File: src/rtl/debounce_sync.sv
// Synchronizes and debounces a raw asynchronous level input. A stability FSM
// qualifies each candidate transition and counts aborted qualifications.
module debounce_sync #(
    parameter int unsigned SYNC_STAGES   = 2,
    parameter int unsigned STABLE_CYCLES = 4,
    parameter int unsigned CNT_W         = 8
) (
    input  logic             clk,
    input  logic             rst,
    input  logic             din,
    input  logic             clr_glitch,
    output logic             dout,
    output logic             busy,
    output logic [CNT_W-1:0] glitch_cnt
);

    localparam int unsigned QW = (STABLE_CYCLES > 1) ? $clog2(STABLE_CYCLES) : 1;
    localparam logic [QW-1:0] QualMax = QW'(STABLE_CYCLES - 1);

    typedef enum logic [1:0] {
        StLo,
        StChkHi,
        StHi,
        StChkLo
    } state_e;

    logic [SYNC_STAGES-1:0] sync_q, sync_d;
    state_e                 state_q, state_d;
    logic [QW-1:0]          cnt_q, cnt_d;
    logic                   dout_q, dout_d;
    logic                   busy_q, busy_d;
    logic [CNT_W-1:0]       glitch_cnt_q, glitch_cnt_d;
    logic                   din_s;
    logic                   glitch;

    assign din_s = sync_q[SYNC_STAGES-1];

    always_comb begin
        sync_d  = {sync_q[SYNC_STAGES-2:0], din};
        state_d = state_q;
        cnt_d   = cnt_q;
        glitch  = 1'b0;
        case (state_q)
            StLo: begin
                if (din_s) begin
                    state_d = StChkHi;
                    cnt_d   = QW'(1);
                end
            end
            StChkHi: begin
                if (!din_s) begin
                    state_d = StLo;
                    cnt_d   = '0;
                    glitch  = 1'b1;
                end else if (cnt_q == QualMax) begin
                    state_d = StHi;
                    cnt_d   = '0;
                end else begin
                    cnt_d = cnt_q + 1'b1;
                end
            end
            StHi: begin
                if (!din_s) begin
                    state_d = StChkLo;
                    cnt_d   = QW'(1);
                end
            end
            StChkLo: begin
                if (din_s) begin
                    state_d = StHi;
                    cnt_d   = '0;
                    glitch  = 1'b1;
                end else if (cnt_q == QualMax) begin
                    state_d = StLo;
                    cnt_d   = '0;
                end else begin
                    cnt_d = cnt_q + 1'b1;
                end
            end
            default: begin
                state_d = StLo;
                cnt_d   = '0;
            end
        endcase

        // Outputs are decoded from the next state so they register with it.
        dout_d = (state_d == StHi) || (state_d == StChkLo);
        busy_d = (state_d == StChkHi) || (state_d == StChkLo);

        glitch_cnt_d = glitch_cnt_q;
        if (clr_glitch) begin
            glitch_cnt_d = '0;
        end else if (glitch && (glitch_cnt_q != '1)) begin
            glitch_cnt_d = glitch_cnt_q + 1'b1;
        end
    end

    always_ff @(posedge clk) begin
        if (rst) begin
            sync_q       <= '0;
            state_q      <= StLo;
            cnt_q        <= '0;
            dout_q       <= 1'b0;
            busy_q       <= 1'b0;
            glitch_cnt_q <= '0;
        end else begin
            sync_q       <= sync_d;
            state_q      <= state_d;
            cnt_q        <= cnt_d;
            dout_q       <= dout_d;
            busy_q       <= busy_d;
            glitch_cnt_q <= glitch_cnt_d;
        end
    end

    assign dout       = dout_q;
    assign busy       = busy_q;
    assign glitch_cnt = glitch_cnt_q;

endmodule

File: config.mk
export PLATFORM = sky130hd
export DESIGN_NAME = debounce_sync
export DESIGN_NICKNAME = d
export VERILOG_FILES = /design/src/rtl/debounce_sync.sv
export SDC_FILE = /design/constraint.sdc
export NUM_CORES = 1
export LEC_CHECK = 0
export CORE_AREA = 2 2 49 47
export DETAILED_ROUTE_END_ITERATION = 10
export DIE_AREA = 0 0 51 49
export SLEW_MARGIN = 20
export SYNTH_ARGS = -nofsm -noshare
export SYNTH_HDL_FRONTEND = slang
export SYNTH_SLANG_ARGS = --single-unit
File: constraint.sdc
create_clock -name clk -period 1.5 [get_ports clk]
set_input_delay 0.225 -clock clk [delete_from_list [all_inputs] [get_ports clk]]
set_output_delay 0.225 -clock clk [all_outputs]
set_load 0.05 [all_outputs]
== Yosys cells after proc, flatten, opt, wreduce, memory -nomap -nowiden ==
Index checks and enable logic that the tools add are counted.

* Flip-flop bits (word level): 16
* Bits of input ports: 4
* Output and inout port bits: 10
* Word-level logic and storage cells: 40

* Add/sub/neg operators: 2
* Equal/unequal tests: 10
* Mux-type cells: 16
* Reduce and logical (&&, ||, !) cells: 6

{| class="wikitable"
|+ Operators with widths
! operator !! count
|-
| two-way mux 2 bit || 11
|-
| one-hot mux 2 bit (4 select lines) || 2
|-
| equality test 2 bit (second input constant) || 5
|-
| adder 8 x 1 -> 8 bit (second input constant) || 1
|-
| != test 8 bit (second input constant) || 1
|-
| equality test 2 x 1 -> 1 bit (second input constant) || 2
|-
| != test 2 bit (second input constant) || 2
|-
| adder 2 x 1 -> 2 bit (second input constant) || 1
|-
| zero test 2 bit || 1
|-
| logical OR 1 bit || 2
|-
| two-way mux 1 bit || 2
|-
| one-hot mux 1 bit (2 select lines) || 1
|-
| AND reduction 2 bit || 1
|-
| OR reduction 2 bit || 1
|-
| logical AND 1 bit || 1
|}

== Logic depth before layout (Yosys ltp) ==
* Word-level depth: 6
* Gate-level depth with buffers: 4
* Depth with buffers taken out: 4

== Worst setup path after synthesis ==
OpenSTA, ideal clock, no wires.

* Path type: reg2reg
* Start point: reg glitch_cnt_q[0] (netlist: glitch_cnt[0])
* End point: reg glitch_cnt_q[5] (netlist: glitch_cnt[5])
* Setup time: 0.072 ns
* Arrival time: 1.605 ns
* Data required time: 1.428 ns
* Slack: -0.177 ns
* Stages on the path, launching flop included: 5
* Path buffers: 0
* Clock period less this slack: 1.677 ns
* Cell sequence: dfxtp_1 ha_1 and2_1 a2111oi_2 mux2i_1

* Longest elaborated chain between the ends: 2
* Elaborated cells between the ends (all ways): 3
* Classes of those cells: 1 x add/sub; 1 x eq/ne; 1 x reduce/logical

{| class="wikitable"
|+ RTL lines
! item !! line !! RTL
|-
| from (decl) || 32 || <nowiki>logic [CNT_W-1:0] glitch_cnt_q, glitch_cnt_d;</nowiki>
|-
| from (signal assigned) || 112 || <nowiki>glitch_cnt_q <= glitch_cnt_d;</nowiki>
|-
| branches (longest 2 deep; another with adder 8 x 1 -> 8 bit) || -- ||
|}

Parallel ways; which one is timed is not known.
A chain may end at the register's enable or synchronous reset.

== Worst setup path after layout ==
* Start point: reg glitch_cnt_q[1] (netlist: glitch_cnt[1])
* End point: reg glitch_cnt_q[5] (netlist: glitch_cnt[5])

The elaborated chain is that of the path after synthesis.

==> load_flow_metrics.sql <==
INSERT INTO impl_metrics (metric_group, metric, value, unit) VALUES
('drt', 'drc_errors', '0', ''),
('yosys', 'synth_cell_type_count', '30', ''),
('flow_run', 'cap_viol_max_count', '0', ''),
('yosys', 'synth.top_cell.area_share', '41.59', '%'),
('clock_network', 'tritoncts', 'built', ''),
('floorplanning', 'fp.dieArea', '2499', 'µm²'),
('power', 'power_frac_seq', '59.7', '%'),
('drt', 'drtAntennaViolNets', '0', ''),
('clock_network', 'number_of_buffers_inserted_during_clock_tree_synthesis', '3', ''),
('power', 'netSwitchingFraction', '23.18', '%'),
('drt', 'final_routed_wirelength_across_all_metal_layers', '1476', 'µm'),
('setup_path', 'worst_path_max_delay_cell', 'dfxtp_2', ''),
('sta', 'finalHoldWorstSlack', '0.4456', 'ns'),
('setup_path', 'critPathMaxStageDelay', '0.35', 'ns'),
('hold_path', 'worst_hold_path.num_cells', '1', ''),
('sta', 'timing_max_transition_violations_final', '0', ''),
('floorplanning', 'chip_width', '51', 'µm'),
('floorplanning', 'rows', '16', ''),
('power', 'combPwrFrac', '7.0', '%'),
('grt', 'initial_antenna_violation_count', '0', ''),
('clock_network', 'htreeDepth', '1', ''),
('clock_network', 'postCtsSetupRepairBufs', '0', ''),
('setup_path', 'timing.critical_path.from_type', 'flip-flop', ''),
('grt', 'grt_start_max_net_pins', '13', ''),
('finish', 'areaGrowthSynthToFinish', '42.98', '%'),
('place', 'placement.setup.worst_slack', '0.05582', 'ns'),
('outcome', 'status', 'finished clean', ''),
('power', 'power.total', '683.2', 'µW'),
('yosys', 'netlist_instances', '78', ''),
('finish', 'diodes', '0', ''),
('power', 'p_switching', '158.3', 'µW'),
('finish', 'utilization', '51.05', '%'),
('clock_network', 'numClockSinks', '15', ''),
('clock_network', 'clkSlewWorstSetupHoldPaths', '0.09', 'ns'),
('finish', 'fin_nets', '103', ''),
('finish', 'layout-drive-gt1-share', '29.17', '%'),
('clock_network', 'cts_buffer_depth', '2', ''),
('grt', 'grt_first_pass_wirelength', '2559', 'µm'),
('drt', 'avg_wl_per_cell', '12.00', 'µm'),
('yosys', 'synth.yosys.warnings', '0', ''),
('setup_path', 'critPathMaxFanout', '7', ''),
('sta', 'timing.final.ws_setup', '0.1076', 'ns'),
('place', 'placement.io_buffers', '13', ''),
('yosys', 'synth.largest_area_cell', 'dfxtp_1', ''),
('sta', 'timing.slew.headroom', '71.00', '%'),
('setup_path', 'r2r_slack', '0.11', 'ns'),
('power', 'leakage', '0.3783', 'nW'),
('clock_network', 'clk-insertion-delay-late', '0.28', 'ns'),
('yosys', 'synth_top_cells_by_area', 'dfxtp_1, mux2i_1, nand2_1, nand3_1, and4_1', ''),
('sta', 'fmax', '718.2', 'MHz'),
('setup_path', 'worst_r2r_path_cells', '4', ''),
('hold_path', 'holdPathEnd', 'sync_q[1]$_SDFF_PP0_', ''),
('setup_path', 'critical_path.cell_chain', 'ha_2, and2_1, a2111oi_4, mux2i_1', ''),
('sta', 'rsz_0062_raised_after_global_routing', 'false', ''),
('yosys', 'netlist_area', '721.9', 'µm²'),
('sta', 'fin_crit_sh', '92.83', '%'),
('drt', 'drt_iter0_markers', '2', ''),
('yosys', 'postSynthRegisterBits', '15', ''),
('grt', 'first_global_vias', '593', ''),
('setup_path', 'crit_start', 'glitch_cnt[1]$_SDFFE_PP0P_', ''),
('power', 'p_clk_share', '33.3', '%'),
('drt', 'routed-via-count', '663', ''),
('place', 'dp.final_hpwl', '1122', 'µm'),
('setup_path', 'critical_path.top_delay_family', 'flip-flops', ''),
('setup_path', 'path_class', 'flip-flop to flip-flop', ''),
('setup_path', 'critical_path.endpoint_type', 'flip-flop', ''),
('sta', 'finalHoldViolCount', '0', ''),
('sta', 'worst-slew-pin-transition', '0.4346', 'ns'),
('hold_path', 'worst_hold_startpoint', 'sync_q[0]$_SDFF_PP0_', ''),
('sta', 'fin_skew', '0.002830', 'ns'),
('sta', 'finalSetupTns', '0', 'ns');
power groups by stage:
| stage | clock network (mW) | logic (mW) | registers [mW] |
|---|---|---|---|
| 6_report | 0.228 | 0.0479 | 0.408 |
| 4_1_cts | 0.237 | 0.0472 | 0.407 |
| 3_3_place_gp | 0 | 0.0462 | 0.416 |
| 5_1_grt | 0.259 | 0.0533 | 0.409 |
| 3_5_place_dp | 0 | 0.0473 | 0.417 |
| 2_1_floorplan | 0 | 0.0231 | 0.420 |
metrics by stage:
step / cells / area [µm²]
finish: 123 / 1032
detailed placement: 119 / 984.7
global placement: 119 / 984.7
global route: 123 / 1032
floorplan: 78 / 730.7
CTS: 123 / 1012
synthesized netlist by cell type:
library cell	n
a31oi_1	3
clkbuf_1	2
nand4_1	2
mux2i_1	4
and2_1	1
a21o_1	1
or3_1	2
a211oi_1	3
xor2_2	1
dfxtp_1	15
nor2b_1	2
or2_2	1
nand2_1	9
nor3_1	1
a311oi_1	1
nand3b_1	1
nor4_1	1
and3_1	3
a21oi_1	2
o211a_1	1
xnor2_1	1
nand3_1	6
ha_1	2
a2111oi_2	1
inv_1	1
o41a_1	1
and4_1	3
o21a_1	1
a211oi_2	1
nor2_1	5
registers in the layout (all words and copies together) (netlist names):
register	count
glitch_cnt	8
state_q	2
busy	1
cnt_q	2
sync_q	2
worst max-delay path by stage:
stage	endpoint	slack, ns	cells after the start
3_3_place_gp	glitch_cnt[5]$_SDFFE_PP0P_	0.05	4
5_1_grt	glitch_cnt[3]$_SDFFE_PP0P_	0.03	4
2_1_floorplan	glitch_cnt[7]$_SDFFE_PP0P_	0.0004	3
4_1_cts	glitch_cnt[5]$_SDFFE_PP0P_	0.03	4
6_report	glitch_cnt[5]$_SDFFE_PP0P_	0.11	4
3_5_place_dp	glitch_cnt[5]$_SDFFE_PP0P_	0.06	4
placed cells by master (no fill, tap or decap), types with 2 or more instances in the layout:
cell type	instances
clkbuf_4	3
nor2b_1	2
mux2i_1	4
or3_1	2
a211oi_1	3
nor2_1	5
buf_12	8
clkdlybuf4s50_1	3
nand2_1	9
nand4_1	2
and4_1	3
nand3_1	6
dfxtp_2	5
a31oi_1	3
and3_1	3
dfxtp_1	10
buf_4	5
a21oi_1	2
what timing repair did:
action,4_1_cts,5_1_grt
resized for setup,0,2
hold buffers,0,0
setup endpoints to repair,0,4
hold endpoints to repair,0,0
cell type report:
cell class / instances / area [µm²] / share of cell area, %
tap: 27 / 33.78 / 3.273
timing repair buffer: 16 / 227.7 / 22.06
clock inverter: 1 / 5.005 / 0.4848
clock buffer: 3 / 22.52 / 2.182
multi-input combinational: 60 / 432.9 / 41.94
sequential: 15 / 306.5 / 29.70
inverter: 1 / 3.754 / 0.3636
worst register-to-register path: stages, from the launching register on:
cell	delay (ns)
dfxtp_2	0.35
ha_2	0.21
and2_1	0.22
a2111oi_4	0.34
mux2i_1	0.21
per-layer routing:
| metal | global-route usage (%) | share of wire [%] | up-vias |
|---|---|---|---|
| met2 | 19.70 | 46 | 11 |
| li1 | - | - | 331 |
| met3 | 2.761 | 2.8 | 2 |
| met4 | 6.757 | 1.3 | 0 |
| met5 | 0 | 0 | - |
| met1 | 18.01 | 50 | 319 |
cells by family after synthesis:
group | after synthesis | share of synthesized area [%]
adder cells (fa/ha/maj) | 2 | 3.466
AND/OR/NAND/NOR | 37 | 27.21
flip-flops | 15 | 41.59
XOR/XNOR | 2 | 3.467
buffers and inverters | 3 | 1.560
multiplexers | 4 | 5.546
AO/OA/AOI/OAI | 15 | 17.16
Power figures use the tool's default switching activity.
==> patch 1 (same flow settings) <==
The parameter `STABLE_CYCLES` goes from 4 to 8.
--- a/src/rtl/debounce_sync.sv
+++ b/src/rtl/debounce_sync.sv
@@ -2,7 +2,7 @@
 // qualifies each candidate transition and counts aborted qualifications.
 module debounce_sync #(
     parameter int unsigned SYNC_STAGES   = 2,
-    parameter int unsigned STABLE_CYCLES = 4,
+    parameter int unsigned STABLE_CYCLES = 8,
     parameter int unsigned CNT_W         = 8
 ) (
     input  logic             clk,
Check against the original RTL: not equivalent (a bounded check fails within 10 cycles, from zero or initial values and one cycle with rst high).
==> patch 1 against the original RTL <==
Sequential cell count rose by 1. First-iteration DRC count increased to 3.0 times the old value. Worst hold slack lost 0.80 ps. Total power rose by 1.9%. Final area is 7.0% lower. Die area is the same. Fmax decreased by 1.4%. Worst setup slack got worse by 19 ps. Critical path type unchanged. Routed wire length fell by 18%. Largest power group unchanged. Synthesized area fell by 1.4%.
==> patch 1: results (changes against the original RTL) <==
[placement]
placedInstanceArea_um2=933.4  ; -5.2%
place.gp.congestion=0.7609  ; +1.5%
place_inst=113  ; -5.0%
place_hpwl_um=942.3  ; -16%
post-place-ws_ps=108.8  ; +52.96 ps

[finish]
nNonClkInverters=0  ; -1
syn_to_final_growth_pct=34.80
multi_input_cells=55  ; -8.3%
seqCellArea_um2=330.3  ; +7.8%
buffer_area_share_pct=19.04  ; -3.0 points
drive_gt1_share_pct=34.83  ; +5.7 points
multi_input_area_share_pct=40.68  ; -1.3 points
clock_buffers=3  ; unchanged
final-clk-cell-share_pct=2.347  ; -0.32 points
design.seq.count=16  ; +1
nNetsFinal=98  ; -4.9%

[worst_setup_path]
cp_max_fo=6  ; -1
cpMaxStageDelayCell=or4_1
crit_arrival_ps=1630  ; +20 ps
cp_top_family=simple AND/OR/NAND/NOR gates
max_stage_delay_ps=440  ; +90 ps
rrSetupSlack_ps=90  ; -20 ps

[power_and_ir_drop]
power.share.switching_pct=22.02  ; -1.2 points
worst_ir_drop_vdd_v=0.0004973  ; -9.1%
seq_power_share_pct=62.5  ; +2.8 points
intPower_uw=542.7  ; +3.4%
power_frac_clock_pct=31.6  ; -1.7 points
leakagePower_uw=0.0003553  ; -6.1%

[drt]
vias=564  ; -15%
avgRoutedWirePerCell_um=10.47  ; -13%
drtIter0Drc=6  ; +4
firstDrtPassIters=4  ; unchanged
drt-vias-per-instance=4.862  ; -9.8%

[logic_synthesis]
ys_types=26  ; -13%
synth-xor-area-share_pct=8.787  ; +5.3 points
synthTopCellsByCount=16 x dfxtp_1, 8 x nor2_1, 7 x a21oi_1, 7 x nand2_1, 5 x nand3_1
synthMuxAreaShare_pct=1.406  ; -4.1 points
ys_top_cells_by_area=dfxtp_1 45%, ha_1 5.3%, a21oi_1 4.9%
synthCells=74  ; -5.1%
synth_nets=81  ; -3.6%
synth-seq-area-share_pct=44.99  ; +3.4 points
synth-adder-area-share_pct=5.272  ; +1.8 points

[global_routing]
grt_pass1_vias=507  ; -15%
grtUsageMet3_pct=3.988  ; +1.2 points
grt_pass1_wl_um=2145  ; -16%
use_met2_pct=16.45  ; -3.2 points
use_met1_pct=14.53  ; -3.5 points
grt_usage_pct=11.24  ; -2.0 points
grt_max_degree=9  ; -4

[timing]
fin_crit_sh_pct=94.10  ; +1.3 points
finClkSkew_ps=7.322  ; +4.493 ps
worst_pin_slew_ps=361.1  ; -73.47 ps
hold_slack_ps=444.8  ; -0.8030 ps

[run_status]
status=finished, final reports clean

patch 1: changes by cell type in the layout (fill, tap and decap cells not counted), sizes merged, moves of 2 or more:
cell	change
a21oi	+5
mux2i	-3
nor2	+3
o2111ai	+2
o21ai	+3
a31oi	-3
and4	-3
a211oi	-4
and3	-2
xor2	+3
nand2	-2
patch 1: path summary, 6_finish.rpt:
check                                                start                         end
worst max-delay path            glitch_cnt[0]$_SDFFE_PP0P_  glitch_cnt[6]$_SDFFE_PP0P_
worst min-delay path                  sync_q[0]$_SDFF_PP0_        sync_q[1]$_SDFF_PP0_
worst max register to register  glitch_cnt[0]$_SDFFE_PP0P_  glitch_cnt[6]$_SDFFE_PP0P_
worst min register to register        sync_q[0]$_SDFF_PP0_        sync_q[1]$_SDFF_PP0_
patch 1: metal layers:
layer  routed length (µm)  vias up
met5                    0        -
met4                    0        0
met3                   57        0
met2                  572       11
met1                  585      260
li1                     -      293
==> patch 2 (config.mk and constraints unchanged) <==
Made on the original files. Add an input register stage for `din` and `clr_glitch`, without a reset; this delays them by one clock.
--- a/src/rtl/debounce_sync.sv
+++ b/src/rtl/debounce_sync.sv
@@ -24,6 +24,14 @@
         StChkLo
     } state_e;
 
+    logic din_q;
+    logic clr_glitch_q;
+
+    always_ff @(posedge clk) begin
+        din_q        <= din;
+        clr_glitch_q <= clr_glitch;
+    end
+
     logic [SYNC_STAGES-1:0] sync_q, sync_d;
     state_e                 state_q, state_d;
     logic [QW-1:0]          cnt_q, cnt_d;
@@ -36,7 +44,7 @@
     assign din_s = sync_q[SYNC_STAGES-1];
 
     always_comb begin
-        sync_d  = {sync_q[SYNC_STAGES-2:0], din};
+        sync_d  = {sync_q[SYNC_STAGES-2:0], din_q};
         state_d = state_q;
         cnt_d   = cnt_q;
         glitch  = 1'b0;
@@ -88,7 +96,7 @@
         busy_d = (state_d == StChkHi) || (state_d == StChkLo);
 
         glitch_cnt_d = glitch_cnt_q;
-        if (clr_glitch) begin
+        if (clr_glitch_q) begin
             glitch_cnt_d = '0;
         end else if (glitch && (glitch_cnt_q != '1)) begin
             glitch_cnt_d = glitch_cnt_q + 1'b1;
Function: changed (Yosys sat finds a counterexample within 4 cycles, from zero or initial values and one cycle with rst high).
==> patch 2 against the original RTL <==
Fmax down 6.6%. Worst setup slack worse by 98 ps. First-iteration DRC count rose to 4.5 times the old value. Combinational power about the same. Total power up 6.9%. Critical endpoint is now glitch_cnt[7]$_SDFFE_PP0P_. Synthesized area down 6.2%. Highest routed layer unchanged. Sequential cell count up 2. Routed wire length down 10%. Final area up 3.6%.
==> patch 2: results (changes against the original RTL) <==
[run_status]
status=finished, final reports clean

[placement]
placedInstanceArea_um2=985.9  ; +0.13%
place.gp.congestion=0.7459  ; -0.55%
place_inst=124  ; +4.2%
post-place-ws_ps=-49.48  ; -105.3 ps
place_hpwl_um=1014  ; -9.6%
port_buffers=13  ; unchanged

[logic_synthesis]
ys_types=26  ; -13%
async_flop_share_pct=0  ; unchanged
synth_warnings=0  ; unchanged
synth_nets=79  ; -6.0%
synth-seq-area-share_pct=50.28  ; +8.7 points
synthTopCellsByCount=17 x dfxtp_1, 7 x a21oi_1, 7 x nor2_1
synth_most_common_cell=dfxtp_1
synthCells=73  ; -6.4%
ys_top_cells_by_area=dfxtp_1 50%, a21oi_1 5.2%, nor2_1 3.9%

[global_routing]
antenna_found_initial=0  ; unchanged
grt_pass1_wl_um=2297  ; -10%
grt_max_degree=11  ; -2
grt_usage_pct=12.32  ; -0.96 points
grt_pass1_vias=548  ; -7.6%

[clock_tree]
insertion_delay_ps=280  ; about the same
postCtsHoldBufs=0  ; unchanged
clk_pin_slew_ps=90  ; about the same
cts_root_buffer=clkbuf_4
cts_buffers=3  ; unchanged
htree_levels=1  ; unchanged

[worst_setup_path]
r2r_end=glitch_cnt[7]$_SDFFE_PP0P_
endpoint_kind=flip-flop
r2r-start=glitch_cnt[4]$_SDFFE_PP0P_
rrSetupSlack_ps=10  ; -100 ps
cp_top_family=simple AND/OR/NAND/NOR gates
cpMaxStageDelayCell=or4_1
cp-startpoint=glitch_cnt[4]$_SDFFE_PP0P_
r2r.worst_path.cells=4  ; unchanged
max_stage_delay_ps=530  ; +180 ps
cp_max_fo=5  ; -2
crit_arrival_ps=1710  ; +100 ps

[finish]
largest_reg_flops=8  ; unchanged
drive_gt1_share_pct=48.04  ; +19 points
nNetsFinal=109  ; +5.8%
antenna_cells=0  ; unchanged
fill_cells=197  ; +5.3%

[drt]
wl_met3_um=54  ; +32%
met1_length_um=617  ; -16%
drt-total-wl_um=1328  ; -10%
drtIter0Drc=9  ; +7
drt-vias-per-instance=4.674  ; -13%
top_layer=met4
met2RoutedLength_um=629  ; -7.1%
avgRoutedWirePerCell_um=10.29  ; -14%
firstDrtPassIters=3  ; -1

[power_and_ir_drop]
power.share.switching_pct=21.79  ; -1.4 points
leakagePower_uw=0.0004333  ; +15%
worst_ir_drop_vdd_v=0.0005269  ; -3.7%

[timing]
fin_crit_sh_pct=99.35  ; +6.5 points
worst_pin_slew_ps=309.1  ; -125.4 ps
finClkSkew_ps=4.012  ; +1.183 ps

[min_path]
hp-class=input pin to flip-flop

## patch 2: cell families after synthesis
family          count (synthesis)  share of synthesized area [%]
buf+inv                         4                          2.773
fa+ha+maj                       2                          3.696
simple gates                   31                          24.77
flops                          17                          50.28
compound gates                 14                          11.46
mux                             2                          3.142
xor+xnor                        3                          3.882
## patch 2: layout make-up
type                            count  area (µm²)  area share, %
Inverter                            2       7.507         0.7018
Clock buffer                        3       22.52          2.105
Clock inverter                      1       5.005         0.4678
Timing Repair Buffer               27       251.5          23.51
Multi-Input combinational cell     52       380.4          35.56
Tap cell                           27       33.78          3.158
Sequential cell                    17       369.1          34.50
## patch 2: power by group through the flow
| stage | registers, µW | clock network [µW] | logic (µW) |
|---|---|---|---|
| after floorplan | 466 | 0 | 15.9 |
| after global placement | 461 | 0 | 45.3 |
| after detailed placement | 461 | 0 | 45.4 |
| after CTS | 451 | 244 | 47.0 |
| after global routing | 452 | 272 | 52.6 |
| final | 451 | 232 | 47.9 |
## patch 2: worst min-delay path by stage
| stage | from | end | slack, ps | cells past startpoint |
|---|---|---|---|---|
| 2_1_floorplan | clr_glitch | clr_glitch_q$_DFF_P_ | 250 | 0 |
| 3_3_place_gp | sync_q[0]$_SDFF_PP0_ | sync_q[1]$_SDFF_PP0_ | 420 | 1 |
| 3_5_place_dp | sync_q[0]$_SDFF_PP0_ | sync_q[1]$_SDFF_PP0_ | 430 | 1 |
| 4_1_cts | clr_glitch | clr_glitch_q$_DFF_P_ | 370 | 1 |
| 5_1_grt | clr_glitch | clr_glitch_q$_DFF_P_ | 350 | 1 |
| 6_report | din | din_q$_DFF_P_ | 370 | 1 |
## patch 2: per-layer routing
layer,track usage [%],up-vias
li1,-,315
met1,16.44,276
met2,17.53,10
met3,4.601,2
met4,5.405,0
met5,0,-
## patch 2: per-stage QoR
step	utilization, %	hold slack, ps
2_1_floorplan	-	252.7
3_3_place_gp	48.76	420.1
3_5_place_dp	48.76	432.3
4_1_cts	50.87	365.2
5_1_grt	52.91	349.7
6_report	52.91	374.4
## patch 2: repair_timing
| item | 4_1_cts | 5_1_grt |
|---|---|---|
| gates resized for setup | 1 | 9 |
| gates cloned | 0 | 0 |
| pin swaps | 1 | 4 |
| setup endpoints to repair | 5 | 7 |
| setup buffers | 1 | 0 |
